===== src/rtl/cpu_prefetch.sv =====
// Instruction prefetch queue: fetches bytes at CS:IP into a DEPTH-byte FIFO for the decoder.
// Optional same-cycle bypass of an acked byte into an empty queue: define PREFETCH_BYPASS_EN.
module cpu_prefetch #(
  parameter int unsigned DEPTH = 6
) (
  input  logic        clock,
  input  logic        reset_n,
  input  logic        flush,
  input  logic [15:0] flush_cs,
  input  logic [15:0] flush_ip,
  input  logic        bus_busy,
  output logic [19:0] mem_address,
  output logic        mem_req,
  input  logic        mem_ack,
  input  logic [7:0]  mem_data,
  output logic [7:0]  q_data,
  output logic        q_valid,
  input  logic        q_ready,
  output logic [15:0] q_ip
);

  localparam int unsigned PW = $clog2(DEPTH);
  localparam int unsigned CW = $clog2(DEPTH + 1);

  typedef enum logic {IDLE, FETCH} state_t;

  state_t          state_q;
  logic [15:0]     fetch_cs_q;
  logic [15:0]     fetch_ip_q;
  logic [15:0]     q_ip_q;
  logic [CW-1:0]   count_q;
  logic [CW-1:0]   count_d;
  logic [PW-1:0]   head_q;
  logic [PW-1:0]   tail_q;
  logic [7:0]      buf_q [DEPTH];
  logic [7:0]      q_data_q;
  logic [7:0]      q_data_d;
  logic            q_valid_q;
  logic            ack_c;
  logic            bypass_c;
  logic            push_c;
  logic            pop_c;

  function automatic logic [PW-1:0] ptr_inc(input logic [PW-1:0] p);
    return (p == PW'(DEPTH - 1)) ? '0 : p + PW'(1);
  endfunction

  assign mem_address = {fetch_cs_q, 4'h0} + 20'(fetch_ip_q);
  assign mem_req     = (state_q == FETCH);
  assign q_ip        = q_ip_q;
  assign ack_c       = (state_q == FETCH) && mem_ack && !flush;

`ifdef PREFETCH_BYPASS_EN
  // An acked byte arriving at an empty queue is offered to the decoder immediately
  assign bypass_c = ack_c && (count_q == '0) && q_ready;
  assign q_valid  = q_valid_q || (ack_c && (count_q == '0));
  assign q_data   = q_valid_q ? q_data_q : mem_data;
`else
  assign bypass_c = 1'b0;
  assign q_valid  = q_valid_q;
  assign q_data   = q_data_q;
`endif

  assign push_c = ack_c && !bypass_c;
  assign pop_c  = q_valid_q && q_ready && !flush;

  // Next occupancy and next head byte; q_data_q always mirrors the head slot
  always_comb begin
    count_d  = count_q;
    q_data_d = q_data_q;
    if (flush) begin
      count_d = '0;
    end else begin
      case ({push_c, pop_c})
        2'b10:   count_d = count_q + CW'(1);
        2'b01:   count_d = count_q - CW'(1);
        default: count_d = count_q;
      endcase
      if (pop_c) begin
        if (count_q == CW'(1)) begin
          if (push_c) q_data_d = mem_data;
        end else begin
          q_data_d = buf_q[ptr_inc(head_q)];
        end
      end else if (push_c && (count_q == '0)) begin
        q_data_d = mem_data;
      end
    end
  end

  // Control, pointers and fetch FSM
  always_ff @(posedge clock or negedge reset_n) begin
    if (!reset_n) begin
      state_q    <= IDLE;
      fetch_cs_q <= 16'hFFFF;
      fetch_ip_q <= 16'h0000;
      q_ip_q     <= 16'h0000;
      count_q    <= '0;
      head_q     <= '0;
      tail_q     <= '0;
      q_data_q   <= 8'h00;
      q_valid_q  <= 1'b0;
    end else begin
      count_q   <= count_d;
      q_valid_q <= (count_d != '0);
      q_data_q  <= q_data_d;
      if (flush) begin
        state_q    <= IDLE;
        fetch_cs_q <= flush_cs;
        fetch_ip_q <= flush_ip;
        q_ip_q     <= flush_ip;
        head_q     <= '0;
        tail_q     <= '0;
      end else begin
        case (state_q)
          IDLE:    if ((count_q < CW'(DEPTH)) && !bus_busy) state_q <= FETCH;
          FETCH:   if (mem_ack) state_q <= IDLE;
          default: state_q <= IDLE;
        endcase
        if (ack_c)             fetch_ip_q <= fetch_ip_q + 16'd1;
        if (pop_c || bypass_c) q_ip_q     <= q_ip_q + 16'd1;
        if (push_c)            tail_q     <= ptr_inc(tail_q);
        if (pop_c)             head_q     <= ptr_inc(head_q);
      end
    end
  end

  // Byte storage needs no reset; occupancy alone qualifies it
  always_ff @(posedge clock) begin
    if (push_c) buf_q[tail_q] <= mem_data;
  end

endmodule

===== config.mk =====
export PLATFORM = sky130hd
export DESIGN_NAME = cpu_prefetch
export DESIGN_NICKNAME = d
export VERILOG_FILES = /design/src/rtl/cpu_prefetch.sv
export SDC_FILE = /design/constraint.sdc
export NUM_CORES = 1
export LEC_CHECK = 0
export ABC_AREA = 1
export CAP_MARGIN = 20
export CORE_MARGIN = 5
export CORE_UTILIZATION = 25
export DETAILED_ROUTE_END_ITERATION = 6
export PLACE_DENSITY = 0.46
export RECOVER_POWER = 100
export SLEW_MARGIN = 25
export SYNTH_ARGS = -nofsm -noshare
export SYNTH_HDL_FRONTEND = slang
export SYNTH_SLANG_ARGS = --single-unit

===== constraint.sdc =====
create_clock -name clock -period 2.8 [get_ports clock]
set_clock_uncertainty 0.1 [all_clocks]
set_input_delay 0.7 -clock clock [delete_from_list [all_inputs] [get_ports clock]]
set_output_delay 0.7 -clock clock [all_outputs]
set_load 0.1 [all_outputs]

==> reports/results.ini, run 1 <==
[status]
status=complete, but fails checks
violations=capacitance limit, slew limit, setup timing

[cts]
hold_buffers=0
cts.sinks=115
cts_tree=built
cts_buffers=17
clkTransAtPathRegs_ps=60
root_buffer=clkbuf_16
clkLatencyLatePin_ps=420
cts_buffer_depth=2
h-tree-depth=4

[pwr]
powerDensity_nw_per_um2=712
switching_share_pct=41.7
seqPwrFrac_pct=31.6
vdd.ir_drop.worst_mv=0.349
power.switching_uw=2690
leakage_uw=0.00410
combPwrFrac_pct=38.0
cellInternalPower_uw=3760
p_clk_share_pct=30.4

[critical_path]
cpPeakStageDelay_ps=560
cp.required_ps=2000
crit_type=reg2out
cp_max_fo=4
crit_family=flip-flops
critPathBufInv=2
worstPathCellList=ha_4 -> nand2_4 -> nand2_2 -> a21oi_2 -> nand2_2 -> buf_12 -> xor2_4 -> buf_12
reg2reg_to=q_data[4]
arrival_ps=2090
r2r-start=mem_req
rr_worst_depth=9
end_kind=output pin
cp-start-kind=flop
critical_path.slowest_cell=dfstp_2
r2r_slack_ps=590

[cells_and_area]
final_core_util_pct=35.1
drive_above_1_share_pct=24.7
synthToLayoutAreaGrowth_pct=38.9
n_antenna_cell=0
finalInstanceArea_um2=9060
final_net_count=1042

[synthesis]
synth_cells=841
yosysWarnings=0
ys_seq_area_share_pct=48.1
ys_ff_latch=115
synth_area_per_cell_um2=7.75
synth_fp_nets=908
syn_area_um2=6520
synth_cell_types=37

[floorplan]
die_width_um=171
pin_count=92
rows=59
start_util_pct=25.2
fp.dieH_um=171
dieArea_um2=29400
coreArea_um2=25800

[routing]
vias_per_cell=4.34
drt_iter0_drc=244
wl_per_cell_um=14.4
wl_um=19100
vias=5748
ant_nets=0
firstDrtPassIters=5
drc=0

[min_path]
hp-class=reg2reg
hold_depth=2
hp-start=q_data[7]
holdPathEnd=q_data[7]

[timing]
worst_slack_ps=-90.3
worst_slew_pin_slew_ps=1580
fin_setup_tns_ps=-348
maxSlewViolCount=60
post-route-min-period_ps=2890
hold_viol=0
grt_setup_unrepaired=true
finalCritPeriodShare_pct=103
worst_hold_slack_ps=378
maxSlewHeadroom_pct=-5.56
fmax_ghz=0.346
finalSetupViolations=10

[global_routing]
grt_use_met1_pct=17.5
overflow=0
grt_pass1_wl_um=30000
grtUsageTotal_pct=13.2
globalRouteMet2Util_pct=21.6
grt_max_degree=60
grt-busiest-layer=met2
antenna_found_initial=0
grt_pass1_vias=5590
use_met3_pct=3.63

[placed_design]
gp_congestion=0.843
dpl_cell_area_um2=8060
dp_hpwl_um=13700
port_buffers=91

[flow_run]
cap_violations=1

-- worst max path at each step --
stage	from	end	depth (start not counted)
final	fetch_cs_q[3]	mem_address[10]	8
after floorplan	fetch_cs_q[0]	mem_address[12]	6
after detailed placement	fetch_ip_q[4]	mem_address[12]	7
after global placement	fetch_ip_q[4]	mem_address[12]	7
after CTS	fetch_ip_q[4]	mem_address[12]	7
after global routing	fetch_cs_q[4]	mem_address[10]	8
-- worst register-to-register path, delay by kind of cell, from the launching register on --
kind / cells / cell delay (ps)
flops: 1 / 360
buf+inv: 1 / 310
simple gates: 8 / 1380
-- through the flow --
step / std cells / total power, uW / setup WS (ps)
2_1_floorplan: 841 / 3630 / -289
3_3_place_gp: 1270 / 4370 / 121
3_5_place_dp: 1270 / 4370 / 122
4_1_cts: 1311 / 6500 / -182
5_1_grt: 1323 / 6750 / -191
6_report: 1323 / 6440 / -90.3
-- power groups by stage --
stage,clock network (uW),registers (uW),logic (uW)
4_1_cts,2030,2040,2430
6_report,1960,2040,2450
3_3_place_gp,0,2060,2320
2_1_floorplan,0,2540,1100
5_1_grt,2110,2050,2580
3_5_place_dp,0,2060,2310
-- layer usage --
metal / vias up / wire [um] / share of wire, %
li1: 2938 / - / -
met1: 2709 / 8800 / 46
met2: 95 / 9390 / 49
met3: 6 / 759 / 4.0
met4: 0 / 112 / 0.59
met5: - / 0 / 0
-- synthesized netlist by cell type, drive strengths merged --
library cell	instances	area (um2)
o211ai	10	75.1
o22ai	2	12.5
xor2	10	87.6
a21oi	32	164
dfrtp	51	1280
nor3	4	20.0
nand4	8	50.1
a31oi	2	12.5
buf	19	124
edfxtp	48	1440
nor2	82	354
nand2	335	1280
dfstp	16	420
or2	1	6.26
o21ai	28	140
and2	9	56.3
nand3	59	300
ha	20	250
fa	1	20.0
o21bai	2	15.0
inv	96	365
clkbuf	1	3.75
xnor2	5	43.8
-- cell type report --
type | count | area [um2]
fill | 2677 | 16800
multi-input combinational | 610 | 3390
sequential | 115 | 3150
timing repair buffer | 135 | 1200
clock buffer | 17 | 425
tap | 335 | 419
inverter | 96 | 365
clock inverter | 15 | 109
-- layout by cell type, fill, tap and decap left out, types with 5 or more instances in the layout --
master	n
dfstp_2	16
buf_4	28
nand4_1	8
clkdlybuf4s50_1	34
o21ai_0	28
nand2_4	9
inv_1	86
dlygate4sd3_1	9
nand3_1	52
a21oi_1	22
nor2_1	72
dfrtp_2	9
o211ai_1	10
buf_6	5
a21oi_2	8
buf_12	15
nand2_1	286
clkbuf_2	29
ha_1	8
ha_4	12
dfrtp_1	42
clkbuf_1	14
and2_0	6
nor2_2	7
edfxtp_1	48
nand3_2	6
inv_2	8
nand2_2	40
clkbuf_16	17
-- sequential cells by signal (all words and copies together) (netlist names) --
signal and cells:
buf_q 48, count_q 3, fetch_cs_q 16, fetch_ip_q 16, head_q 3, mem_req 1, q_data 8, q_ip 16
q_valid 1, tail_q 3
-- what timing repair did --
item,in CTS,in global routing
resized for setup,59,53
pin swaps,20,44
endpoints found under the hold margin,0,0
setup endpoints to repair,13,13
gates cloned,0,0
buffers inserted,9,12
-- cells by family (layout without fill, tap and decap cells) --
logic type | count (synthesis) | count (layout) | share of synthesized area [%]
DFF | 115 | 115 | 48.1
adders and majority gates | 21 | 21 | 4.15
AOI/OAI and AO/OA | 76 | 76 | 6.43
buffers and inverters | 116 | 263 | 7.56
xor gates and xnor gates | 15 | 15 | 2.02
and+or+nand+nor | 498 | 498 | 31.7
Power figures use the tool's default switching activity.
==> run 2: changes to the inputs <==
--- a/config.mk
+++ b/config.mk
@@ -7,7 +7,6 @@
 export LEC_CHECK = 0
 export ABC_AREA = 1
 export CAP_MARGIN = 20
-export CORE_MARGIN = 5
 export CORE_UTILIZATION = 25
 export DETAILED_ROUTE_END_ITERATION = 6
 export PLACE_DENSITY = 0.46
==> run 2 against run 1 <==
- the run still ends with capacitance limit, slew limit, setup timing left
- combinational power decreased by 2%
- clock power up 9.7%
- maximum frequency is 0.27% higher
- register-to-register slack better by 60 ps
- non-clock buffer count increased by 2
- via count up 0.40%
- global-route usage grew 1.5 points
- worst hold slack improved by 3.2 ps
- clock-buffer cell count grew 1
- final cell count down 0.23%
- critical path depth is the same
- design area decreased by 0.48%
- critical path type unchanged
- critical endpoint is now mem_address[18]
==> reports/results.ini, run 2 (same netlist as run 1, synthesis figures left out) <==
[min_path]
hp-class=reg2reg
hold_depth=2
holdPathEnd=fetch_cs_q[3]
hp-start=fetch_cs_q[3]

[critical_path]
rr_worst_depth=6
end_kind=output pin
cpPeakStageDelay_ps=400
critical_path.slowest_cell=dfrtp_1
cp.required_ps=2000
crit_family=adder cells
critPathBufInv=1
r2r-start=mem_req
cp-start-kind=flop
reg2reg_to=buf_q[3][1]
cp_max_fo=3
path_depth=8
r2r_slack_ps=650
worstPathCellList=ha_4 -> fa_2 -> nand4_1 -> nand2_2 -> nand2_2 -> nand3_1 -> nand2_2 -> buf_12
crit_top_cell=nand2_2
arrival_ps=2080
crit_type=reg2out

[cts]
root_buffer=clkbuf_16
cts.sinks=115
cts_tree=built
cts_buffers=17
clkLatencyLatePin_ps=410
clkTransAtPathRegs_ps=60
cts_buffer_depth=2
h-tree-depth=4

[placed_design]
port_buffers=91
dpl_cell_area_um2=8120
dp_hpwl_um=13600
placed_cells=1271
gp_congestion=0.847

[global_routing]
grtUsageTotal_pct=14.6
grt_pass1_wl_um=29700
overflow=0
grt_pass1_vias=5603
antenna_found_initial=0
grt_max_degree=38

[floorplan]
die_width_um=163
coreArea_um2=25400
start_util_pct=25.7
pin_count=92
rows=58
fp.dieH_um=163
dieArea_um2=26700

[timing]
grt_setup_unrepaired=true
hold_viol=0
worst_slack_ps=-82.6
finalSetupViolations=9
worst_hold_slack_ps=381
worst_slew_pin_slew_ps=1820
finalCritPeriodShare_pct=103
post-route-min-period_ps=2880
fmax_ghz=0.347
maxSlewHeadroom_pct=-21.2
maxSlewViolCount=32

[cells_and_area]
largest_reg_flops=48
finalInstanceArea_um2=9010
final_net_count=1044
regMostFlops=buf_q
finalNonFillerCells=1320
n_antenna_cell=0
synthToLayoutAreaGrowth_pct=38.3
final_cell_mix=nand2_1 (294), inv_1 (88), nor2_1 (75), nand3_1 (55), edfxtp_1 (48)
drive_above_1_share_pct=21.9
mostFrequentLayoutCell=nand2_1

[routing]
wl_um=18800
wl_per_cell_um=14.2
firstDrtPassIters=4
drc=0
vias=5771
drt_iter0_drc=258
ant_nets=0
vias_per_cell=4.37

[pwr]
leakage_uw=0.00410
vdd.ir_drop.worst_mv=0.317
powerDensity_nw_per_um2=730
finalPower_uw=6580

[flow_run]
cap_violations=1

[status]
status=complete, but fails checks
violations=capacitance limit, slew limit, setup timing

## run 2: cell types whose count changed in the layout (fill, tap and decap cells not counted), sizes merged
cell / delta
clkbuf: +1
inv: +7
buf: +1
clkdlybuf4s50: +1
clkinvlp: -1
clkinv: -7
## run 2: what timing repair did
action | in CTS | in global routing
resized for setup | 68 | 18
hold buffers | 0 | 0
setup buffers | 11 | 6
endpoints found under the setup margin | 14 | 14
pin swaps | 19 | 24
## run 2: metrics by stage
step / utilization [%] / setup slack [ps] / setup TNS [ps]
2_1_floorplan: - / -289 / -665
3_3_place_gp: 32.0 / 110 / 0
3_5_place_dp: 32.0 / 83.7 / 0
4_1_cts: 35.8 / -149 / -934
5_1_grt: 35.5 / -182 / -3180
6_report: 35.5 / -82.6 / -416
## run 2: power breakdown
part           total, uW  switching (uW)  internal [uW]  leakage, uW
Combinational       2410            1710            700      0.00257
Sequential          2030             128           1900      0.00124
Clock               2150             921           1230     0.000288
## run 2: worst max path at each step
stage | from | endpoint | slack [ps]
2_1_floorplan | fetch_cs_q[0] | mem_address[12] | -290
3_3_place_gp | fetch_ip_q[6] | mem_address[11] | 110
3_5_place_dp | fetch_ip_q[4] | mem_address[12] | 80
4_1_cts | fetch_ip_q[4] | mem_address[12] | -150
5_1_grt | fetch_ip_q[4] | mem_address[18] | -180
6_report | fetch_ip_q[4] | mem_address[18] | -80
## run 2: worst reg2reg max path, stage by stage (launching register included)
cell and delay (ps):
dfrtp_1 380, nand2_2 160, nor2_1 160, buf_4 230
nand2_1 150, nor2_1 110, clkbuf_1 490
## run 2: area by class of cell
type	count	area (um2)
fill	2667	16400
multi-input combinational	610	3320
sequential	115	3140
timing repair buffer	137	1190
clock buffer	18	450
tap	330	413
inverter	96	365
clock inverter	14	131
## run 2: routing by layer
| layer | track usage, % | vias to the layer above | wire length, um | share of wire [%] |
|---|---|---|---|---|
| met4 | 4.17 | 0 | 156 | 0.83 |
| met2 | 24.2 | 112 | 9070 | 48 |
| met5 | 0 | - | 0 | 0 |
| li1 | - | 2936 | - | - |
| met3 | 2.89 | 9 | 693 | 3.7 |
| met1 | 19.2 | 2714 | 8850 | 47 |
==> run 3: changes to the inputs <==
--- a/config.mk
+++ b/config.mk
@@ -7,6 +7,7 @@
 export LEC_CHECK = 0
 export ABC_AREA = 1
 export CAP_MARGIN = 20
+export CORE_MARGIN = 2
 export CORE_UTILIZATION = 25
 export DETAILED_ROUTE_END_ITERATION = 6
 export PLACE_DENSITY = 0.46
==> run 3 against run 2 <==
- largest power group unchanged
- combinational power about the same
- the run still ends with capacitance limit, slew limit, setup timing left
- clock power decreased by 8%
- clock-buffer cell count stayed put
- highest routed layer unchanged
- worst setup slack better by 20 ps
- sequential power barely moved
- wire length decreased by 0.87%
==> reports/results.ini, run 3 (same netlist as run 1, synthesis figures left out) <==
[cts]
hold_buffers=0
clkLatencyLatePin_ps=420
cts_buffers=17
clkTransAtPathRegs_ps=60
h-tree-depth=4
cts_tree=built
root_buffer=clkbuf_16
cts.sinks=115
cts_buffer_depth=2

[routing]
vias=5736
maxUsedRoutingLayer=met4
wl_um=18600
wl_met1_um=8880
vias_per_cell=4.36
ant_nets=0
wl_met2_um=8840
wl_met3_um=598
wl_per_cell_um=14.1
drc=0
drt_iter0_drc=295
firstDrtPassIters=5

[floorplan]
start_util_pct=25.2
die_width_um=165
pin_count=92
coreArea_um2=25800
fp.dieH_um=165
dieArea_um2=27400
rows=59

[cells_and_area]
drive_above_1_share_pct=22.2
fillers=2745
mostFrequentLayoutCell=nand2_1
final_net_count=1034
final_cell_mix=nand2_1 (297), inv_1 (86), nor2_1 (73), nand3_1 (53), edfxtp_1 (48)
regMostFlops=buf_q
largest_reg_flops=48
n_antenna_cell=0
finalInstanceArea_um2=8940
synthToLayoutAreaGrowth_pct=37.1
finalNonFillerCells=1315

[timing]
worst_slack_ps=-62.3
maxSlewHeadroom_pct=-20.0
post-route-min-period_ps=2860
finalSetupViolations=9
finalCritPeriodShare_pct=102
fmax_ghz=0.349
hold_viol=0
maxSlewViolCount=106
grt_setup_unrepaired=true
worst_slew_pin_slew_ps=1800

[critical_path]
cp-start-kind=flop
crit_top_cell=nand2_2
critPathBufInv=3
rr_worst_depth=9
cpPeakStageDelay_ps=430
end_kind=output pin
worstPathCellList=ha_4 -> buf_6 -> nand2_4 -> inv_2 -> nand2_2 -> nor3_2 -> nand2_2 -> nand2_1 -> nand2_1 -> nand2_2 -> buf_12
critical_path.slowest_cell=dfrtp_2
crit_family=simple AND/OR/NAND/NOR gates
cp.required_ps=2000
crit_type=reg2out
arrival_ps=2060
cp_max_fo=3
path_depth=11

[global_routing]
overflow=0
grt_pass1_vias=5564
grtUsageTotal_pct=14.2
antenna_found_initial=0
grt_max_degree=68
grt_pass1_wl_um=29400

[min_path]
hp-class=reg2reg
hold_depth=2

[status]
status=complete, but fails checks
violations=capacitance limit, slew limit, setup timing

[placed_design]
gp_congestion=0.843
dpl_cell_area_um2=8100
port_buffers=91
placed_cells=1273
dp_hpwl_um=13500

[flow_run]
cap_violations=2

[pwr]
powerDensity_nw_per_um2=715
vdd.ir_drop.worst_mv=0.463
leakage_uw=0.00405

run 3: repair_timing:
item	in CTS	in global routing
setup endpoints to repair	13	13
gates resized for setup	63	29
pin swaps	18	24
setup buffers	6	4
cloned	0	0
run 3: final cells by class:
type	count	area [um2]	area share (%)
timing repair buffer	127	1120	12.5
tap	335	419	4.69
multi-input combinational	610	3350	37.5
clock inverter	14	109	1.22
sequential	115	3140	35.2
clock buffer	18	429	4.80
inverter	96	365	4.09
run 3: power breakdown:
part	total (uW)	internal [uW]	switching, uW
logic	2380	681	1700
registers	2030	1900	131
clock network	1970	1140	836
total	6390	3720	2670
run 3: per-layer routing:
| layer | track usage, % | vias to the layer above |
|---|---|---|
| met4 | 4.35 | 0 |
| met1 | 18.1 | 2695 |
| met3 | 3.10 | 19 |
| met5 | 0 | - |
| met2 | 24.0 | 88 |
| li1 | - | 2934 |
run 3: worst reg2reg max path: cells and delay by family (launching register included):
family | cells | cell delay [ps]
and+or+nand+nor | 8 | 1380
DFF | 1 | 360
buffers and inverters | 1 | 320
run 3: metrics by stage:
step | setup WS (ps) | utilization (%) | setup TNS, ps | total power (uW) | hold slack, ps
after floorplan | -289 | - | -665 | 3630 | 304
after global routing | -176 | 34.6 | -2430 | 6670 | 409
after CTS | -134 | 34.8 | -865 | 6510 | 203
final | -62.3 | 34.6 | -260 | 6390 | 376
after global placement | 122 | 31.3 | 0 | 4370 | 355
after detailed placement | 95.5 | 31.3 | 0 | 4370 | 359
run 3: worst paths after layout:
kind	startpoint	end	slack, ps
max in group asynchronous	reset_n	fetch_ip_q[13]	630
worst max register to register	mem_req	q_data[7]	580
min in group asynchronous	reset_n	fetch_ip_q[11]	780
worst min register to register	q_data[3]	q_data[3]	380
worst min-delay path	q_data[3]	q_data[3]	380
worst max-delay path	fetch_ip_q[10]	mem_address[18]	-60
